**src/rtl/host_cmd_mstr.sv**
```systemverilog
// rtl/host_cmd_mstr.sv - host-side command master: 3-byte command out, response stream in, with NAK and watchdog flags
module host_cmd_mstr #(
  parameter int DUMP_LEN    = 510,
  parameter int TIMEOUT_CYC = 2**20
) (
  input  logic        clk,
  input  logic        rst,
  input  logic [23:0] cmd,
  input  logic        send_cmd,
  output logic        busy,
  output logic        cmd_sent,
  output logic [7:0]  tx_data,
  output logic        trmt,
  input  logic        tx_done,
  input  logic [7:0]  rx_data,
  input  logic        rx_rdy,
  output logic        clr_rx_rdy,
  output logic [7:0]  resp,
  output logic        resp_rdy,
  input  logic        clr_resp_rdy,
  output logic [9:0]  resp_cnt,
  output logic        xfer_done,
  output logic        nak,
  output logic        timeout
);

  localparam int              WD_BITS  = $clog2(TIMEOUT_CYC);
  localparam int              WD_W     = (WD_BITS < 1) ? 1 : WD_BITS;
  localparam logic [WD_W-1:0] WD_LAST  = WD_W'(TIMEOUT_CYC - 1);
  localparam logic [9:0]      DUMP_CNT = 10'(DUMP_LEN);
  localparam logic [7:0]      OP_DUMP  = 8'h01;
  localparam logic [7:0]      ACK      = 8'hA5;
  localparam logic [9:0]      CNT_MAX  = 10'h3FF;

  typedef enum logic [2:0] {
    IDLE,
    TX_LOAD,
    TX_WAIT,
    RX_WAIT,
    RX_HOLD
  } state_t;

  state_t          state;
  state_t          state_nxt;
  logic [23:0]     cmd_q;
  logic [1:0]      idx;
  logic [9:0]      exp_cnt;
  logic [WD_W-1:0] wd;

  // one-cycle event strobes decoded from the current state and inputs
  logic accept;
  logic tx_adv;
  logic tx_last;
  logic rx_take;
  logic wd_expire;
  logic rx_last;
  logic nak_op;

  // opcodes whose single reply byte must be the ack; data-bearing reads are excluded
  always_comb begin
    nak_op = cmd_q[23:16] inside {8'h02, 8'h03, 8'h04, 8'h05, 8'h06, 8'h08};
  end

  // next-state decode; an arriving byte takes priority over watchdog expiry
  always_comb begin
    state_nxt = state;
    accept    = 1'b0;
    tx_adv    = 1'b0;
    tx_last   = 1'b0;
    rx_take   = 1'b0;
    wd_expire = 1'b0;
    rx_last   = 1'b0;
    case (state)
      IDLE: begin
        if (send_cmd) begin
          accept    = 1'b1;
          state_nxt = TX_LOAD;
        end
      end
      TX_LOAD: begin
        // tx_done is not looked at in the strobe cycle; the UART clears it on trmt
        state_nxt = TX_WAIT;
      end
      TX_WAIT: begin
        if (tx_done) begin
          if (idx == 2'd2) begin
            tx_last   = 1'b1;
            state_nxt = RX_WAIT;
          end else begin
            tx_adv    = 1'b1;
            state_nxt = TX_LOAD;
          end
        end
      end
      RX_WAIT: begin
        if (rx_rdy && !resp_rdy) begin
          rx_take   = 1'b1;
          state_nxt = RX_HOLD;
        end else if (wd == WD_LAST) begin
          wd_expire = 1'b1;
          state_nxt = IDLE;
        end
      end
      RX_HOLD: begin
        if (clr_resp_rdy) begin
          rx_last   = (resp_cnt == exp_cnt);
          state_nxt = rx_last ? IDLE : RX_WAIT;
        end
      end
      default: state_nxt = IDLE;
    endcase
  end

  // state register
  always_ff @(posedge clk) begin
    if (rst) begin
      state <= IDLE;
    end else begin
      state <= state_nxt;
    end
  end

  assign busy = (state != IDLE);
  assign trmt = (state == TX_LOAD);

  // command latch, byte sequencing, response capture, sticky flags and watchdog
  always_ff @(posedge clk) begin
    if (rst) begin
      cmd_q      <= 24'h0;
      idx        <= 2'd0;
      exp_cnt    <= 10'd1;
      wd         <= '0;
      tx_data    <= 8'h00;
      cmd_sent   <= 1'b0;
      clr_rx_rdy <= 1'b0;
      resp       <= 8'h00;
      resp_rdy   <= 1'b0;
      resp_cnt   <= 10'd0;
      xfer_done  <= 1'b0;
      nak        <= 1'b0;
      timeout    <= 1'b0;
    end else begin
      cmd_sent   <= 1'b0;
      clr_rx_rdy <= 1'b0;
      xfer_done  <= 1'b0;

      // host may drop resp_rdy at any time; a new capture below overrides it
      if (clr_resp_rdy) begin
        resp_rdy <= 1'b0;
      end

      if (accept) begin
        cmd_q    <= cmd;
        idx      <= 2'd0;
        tx_data  <= cmd[23:16];
        nak      <= 1'b0;
        timeout  <= 1'b0;
        resp_cnt <= 10'd0;
        exp_cnt  <= (cmd[23:16] == OP_DUMP) ? DUMP_CNT : 10'd1;
      end

      if (tx_adv) begin
        idx     <= idx + 2'd1;
        tx_data <= (idx == 2'd0) ? cmd_q[15:8] : cmd_q[7:0];
      end

      if (tx_last) begin
        cmd_sent <= 1'b1;
        wd       <= '0;
      end

      if (rx_take) begin
        resp       <= rx_data;
        resp_rdy   <= 1'b1;
        clr_rx_rdy <= 1'b1;
        wd         <= '0;
        if (resp_cnt != CNT_MAX) begin
          resp_cnt <= resp_cnt + 10'd1;
        end
        if ((resp_cnt == 10'd0) && nak_op && (rx_data != ACK)) begin
          nak <= 1'b1;
        end
      end else if ((state == RX_WAIT) && !wd_expire) begin
        wd <= wd + 1'b1;
      end

      if (wd_expire) begin
        timeout <= 1'b1;
      end

      if (rx_last) begin
        xfer_done <= 1'b1;
      end
    end
  end

endmodule
```
**config.mk**
```make
export PLATFORM = sky130hd
export DESIGN_NAME = host_cmd_mstr
export DESIGN_NICKNAME = d
export VERILOG_FILES = /design/src/rtl/host_cmd_mstr.sv
export SDC_FILE = /design/constraint.sdc
export NUM_CORES = 1
export LEC_CHECK = 0
export CORE_MARGIN = 3
export CORE_UTILIZATION = 45
export DETAILED_ROUTE_END_ITERATION = 8
export PLACE_DENSITY = 0.77
export SYNTH_ARGS = -nofsm -noshare
export SYNTH_HDL_FRONTEND = slang
export SYNTH_SLANG_ARGS = --single-unit
```
**constraint.sdc**
```tcl
create_clock -name clk -period 2.65 [get_ports clk]
set_clock_uncertainty 0.2 [all_clocks]
set_input_delay 0.53 -clock clk [delete_from_list [all_inputs] [get_ports clk]]
set_output_delay 0.53 -clock clk [all_outputs]
set_load 0.05 [all_outputs]
```
== After elaboration in Yosys (flattened, before gate mapping) ==
Cells that the tools add are included.
Word-level totals
  register bits: 91
  bits of input ports: 38
  output and inout port bits: 34
  word-level logic and storage cells: 98
Cells by class
  add/sub/neg operators: 3
  eq/ne operators: 20
  multiplexer cells: 44
  reductions and logical operators: 17
Operator list (count)
  20-bit 2-to-1 mux: 2
  10-bit 2-to-1 mux: 3
  1-bit 2-to-1 mux: 25
  8-bit by 3-bit equality test with 1-bit output (second input constant): 3
  8-bit 2-to-1 mux: 3
  20-bit by 1-bit adder with 20-bit output (second input constant): 1
  20-bit equality test (second input constant): 1
  8-bit by 2-bit equality test with 1-bit output (second input constant): 2
  3-bit 2-to-1 mux: 5
  3-bit one-hot mux with 5 select lines: 1
  10-bit by 1-bit adder with 10-bit output (second input constant): 1
  10-bit equality test: 1
  10-bit zero test: 1
  10-bit inequality test (second input constant): 1
  9-bit 2-to-1 mux: 1
  8-bit by 1-bit equality test with 1-bit output (second input constant): 1
  8-bit by 4-bit equality test with 1-bit output (second input constant): 1
  2-bit 2-to-1 mux: 4
  8-bit inequality test (second input constant): 1
  2-bit nonzero test: 4
  3-bit by 2-bit equality test with 1-bit output (second input constant): 2
  2-bit inequality test (second input constant): 3
  6-bit nonzero test: 1
  1-bit logical AND: 4
  11 further kinds: 12

== Logic depth before layout (Yosys ltp) ==
  word-level depth: 7
  mapped depth: 8
  gate-level depth less buffers: 7

== Worst setup path after synthesis ==
No wires, ideal clock.
  path type: flip-flop to flip-flop
  from: register state[2]
  to: register state[1]
  library setup time: 0.092 ns
  data arrival time: 2.249 ns
  data required time: 2.358 ns
  setup slack: 0.109 ns
  stages on the path, launching flop included: 7
  path buffers: 1
  clock period less this slack: 2.541 ns
  cell sequence: dfxtp_1 clkbuf_1 nor3b_1 nor2_1 o21ai_0 o21ba_2 o32ai_1
On the way
  elaborated cells between the ends (all ways): 11
  those cells by class: 8 x eq/ne; 1 x mux; 2 x reduce/logical
RTL lines
  start, declared: line 43  | state_t state;
  start signal, assigned: line 119  | state <= state_nxt;
  3-bit by 1-bit equality test with 1-bit output
  net trmt: line 13  | output logic trmt,
  3-bit one-hot mux with 5 select lines: line 73  | case (state)
The timed path passes the listed nets, and every way through them passes these cells.
A chain may end at the register's enable or synchronous reset.

== Worst setup path in the final report ==
  from: register state[0]
  to: output busy
On the way
  word-level cells in the longest chain between the ends: 1
Ends and longest elaborated chain
  3-bit nonzero test: line 123  | assign busy = (state != IDLE);
  end, declared: line 10  | output logic busy,
Every way passes these cells.

==> reports/summary.json <==
{
  "run_status": "finished clean",
  "whs_endpoint": "cmd_q[4]$_SDFFE_PP0P_",
  "setup_total_negative_slack_ns": 0,
  "first_pass_grt_wire_length_mm": 15.6,
  "postSynthCellCount": 476,
  "yosys.area.top_type": "sky130_fd_sc_hd__dfxtp_1",
  "crit_path_end_kind": "output port",
  "overall_die_height_um": 100,
  "synth_warnings": 0,
  "synthDistinctLibCells": 62,
  "synth.area.top_cells": "sky130_fd_sc_hd__dfxtp_1, sky130_fd_sc_hd__nand2_1, sky130_fd_sc_hd__a21oi_1",
  "setup.worst_path.start_class": "flop",
  "layout_commonest_cell": "sky130_fd_sc_hd__nand2_1",
  "detailedRoute.firstIterationViolations": 155,
  "slew_headroom": 0.580,
  "dieArea_um2": 10100,
  "global_route.overflow_total": 0,
  "detailroute.via_count": 3601,
  "synth_seq_area_share": 0.415,
  "timing.setup.critical_path_class": "flop to output port",
  "synthesis.area_um2": 4000,
  "min-delay-start": "cmd_q[4]$_SDFFE_PP0P_",
  "yosysTopAreaCellShare": 0.415,
  "wire_per_inst_um": 14.5,
  "flow.area_growth_from_synthesis_pct": 26.0,
  "irDropWorstVdd_v": 0.000437,
  "power.density_cell_area_nw_per_um2": 660,
  "dp_hpwl_mm": 6.65,
  "remaining_drc_errors": 0,
  "placed_cells": 636,
  "post_synthesis_mean_instance_area_um2": 8.40,
  "place.gp.congestion": 0.856,
  "drtAntennaViolNets": 0,
  "place.port_buffers": 71,
  "final-seq-area_um2": 1660,
  "final_core_util": 0.598,
  "final_min_period_over_clock_period": 0.942,
  "grt_max_degree": 59,
  "floorplan.rows": 33,
  "initial_cell_density_of_the_core": 0.475,
  "timing_worst_slew_pin_value_ns": 0.630,
  "drv_slew": 0,
  "num_io_pins": 72,
  "hold-path-cell-count": 2,
  "synth_top_flop_cell": "sky130_fd_sc_hd__dfxtp_1",
  "post_layout_nonfiller_instances": 652,
  "final_cell_mix": "sky130_fd_sc_hd__nand2_1, sky130_fd_sc_hd__dfxtp_1, sky130_fd_sc_hd__clkdlybuf4s50_1",
  "grt_setup_unrepaired": "no",
  "cts_sinks": 83,
  "finalWirelength_mm": 9.47,
  "hold_violations": 0,
  "multi_input_area_um2": 2140,
  "postCtsHoldBufs": 0,
  "synth-edff-count": 0,
  "async_reset_ff_frac": 0,
  "numCtsBuffers": 9,
  "core-area_um2": 8420,
  "grt_antenna_before_repair": 0,
  "rrSetupSlack_ns": 0.27,
  "insertion_delay_ns": 0.35,
  "static-leakage-power_nw": 2.06,
  "cells_resized_by_post_cts_repair": 0,
  "crit_slowest_cell": "sky130_fd_sc_hd__clkdlybuf4s50_1",
  "timing.rr.start": "wd[1]$_SDFFE_PP0P_",
  "postCtsSetupBuffers": 0,
  "timing.rr.end": "wd[6]$_SDFFE_PP0P_",
  "fmax_mhz": 400,
  "reg2reg_depth": 7,
  "drive_gt1_frac": 0.0987,
  "drtPass1Iterations": 4,
  "clk_pin_slew_worst_paths_ns": 0.09,
  "final-setup-viol-count": 0,
  "clockBufferDepth": 2,
  "total_of_fill_cells_in_the_finished_design": 732,
  "worst_ep_required_time_ns": 1.92,
  "critical_path.max_fanout": 2,
  "final_period_minus_worst_setup_slack_ns": 2.50,
  "cpPeakStageDelay_ns": 0.72,
  "clock_tree.htree_level_count": 3,
  "tritoncts": "done",
  "antenna_cells_inserted": 0,
  "clockRootBuffer": "sky130_fd_sc_hd__clkbuf_8",
  "grt_use_total": 0.190,
  "cp_data_arrival_time_ns": 1.77,
  "die-width_um": 100,
  "grt_pass1_vias": 3357,
  "syn-num-nets": 519,
  "max-cap-violations": 0,
  "route.detailed.vias_per_inst": 5.52,
  "min_path_type": "flop to flop",
  "number_of_synthesized_register_bits": 83,
  "final_nets": 585,
  "worstPathCellList": "or3_1 -> clkdlybuf4s50_1"
}
[metal layers]
layer  share of wire  track usage  up-vias
li1                -            -     1826
met1            0.47        0.265     1665
met2            0.47        0.294      100
met3           0.057       0.0445       10
met4          0.0071       0.0528        0
met5               0            0        -
[registers in the layout, summed over array words and instances, names as in the netlist]
register    cells
clr_rx_rdy      1
cmd_q          24
cmd_sent        1
exp_cnt         2
idx             2
nak             1
resp            8
resp_cnt       10
resp_rdy        1
state           3
timeout         1
tx_data         8
wd             20
xfer_done       1
[cells in the mapped netlist (3+ instances only)]
library cell / count
sky130_fd_sc_hd__nand3_1: 14
sky130_fd_sc_hd__buf_1: 4
sky130_fd_sc_hd__and2_1: 3
sky130_fd_sc_hd__clkbuf_1: 17
sky130_fd_sc_hd__mux2_2: 7
sky130_fd_sc_hd__nand2b_1: 4
sky130_fd_sc_hd__a21oi_1: 52
sky130_fd_sc_hd__dfxtp_1: 83
sky130_fd_sc_hd__xnor2_1: 3
sky130_fd_sc_hd__a22o_1: 4
sky130_fd_sc_hd__nor4bb_1: 3
sky130_fd_sc_hd__mux2i_1: 5
sky130_fd_sc_hd__o21ai_0: 6
sky130_fd_sc_hd__ha_1: 5
sky130_fd_sc_hd__or3_1: 4
sky130_fd_sc_hd__nor2_1: 24
sky130_fd_sc_hd__inv_1: 6
sky130_fd_sc_hd__a211o_1: 14
sky130_fd_sc_hd__nand2_1: 98
sky130_fd_sc_hd__a21o_1: 11
sky130_fd_sc_hd__or2_2: 3
sky130_fd_sc_hd__nor4_1: 6
sky130_fd_sc_hd__buf_6: 4
sky130_fd_sc_hd__and3_1: 23
sky130_fd_sc_hd__o21ai_1: 3
sky130_fd_sc_hd__xor2_1: 3
sky130_fd_sc_hd__nor3_1: 19
sky130_fd_sc_hd__nand4_1: 6
[worst max-delay path by stage]
stage                                startpoint                endpoint  slack, ns  depth (start not counted)
after detailed placement                 rx_rdy  resp_cnt[7]$_SDFF_PP0_        0.1                          7
after CTS                 state[0]$_SDFFE_PP0P_                    busy       0.14                          2
after global placement                   rx_rdy  resp_cnt[6]$_SDFF_PP0_       0.19                          7
after floorplan           state[2]$_SDFFE_PP0P_   state[1]$_SDFFE_PP0P_       0.11                          6
final                     state[0]$_SDFFE_PP0P_                    busy       0.15                          2
after global routing      state[0]$_SDFFE_PP0P_                    busy       0.09                          2
[final cells by class]
class	instances	area share
multi-input combinational	359	0.425
tap	105	0.0261
clock buffer	9	0.0246
timing repair buffer	83	0.165
clock inverter	7	0.0253
sequential	83	0.330
inverter	6	0.00447
[stage by stage]
stage | hold slack [ns] | total power, mW | cell area, um^2 | setup WS (ns)
global route | 0.274 | 3.48 | 5040 | 0.0922
finish | 0.254 | 3.33 | 5040 | 0.153
floorplan | 0.233 | 1.96 | 4000 | 0.109
detailed placement | 0.244 | 2.22 | 4790 | 0.0961
global placement | 0.240 | 2.20 | 4790 | 0.186
CTS | 0.255 | 3.35 | 5040 | 0.135
[worst max-delay path, delay by kind of cell, from the launching register on]
family,cells,cell delay (ns)
flops,1,0.32
buf+inv,1,0.72
simple gates,1,0.39
[power breakdown]
group          leakage (nW)  switching (mW)  total [mW]  internal, mW
sequential            0.673          0.0501        1.39          1.34
combinational          1.26           0.470       0.803         0.333
clock                 0.127           0.494        1.14         0.643
total                  2.06            1.01        3.33          2.31
[logic make-up (layout without fill, tap and decap cells)]
family	Yosys count	count (layout)	share of synthesized area
DFF	83	83	0.415
AOI/OAI and AO/OA	110	110	0.183
and+or+nand+nor	226	226	0.291
adders and majority gates	5	5	0.0156
muxes	12	12	0.0322
xor gates and xnor gates	6	6	0.0131
buffers and inverters	34	105	0.0504
Note: power is estimated with default switching activity, not from simulation.
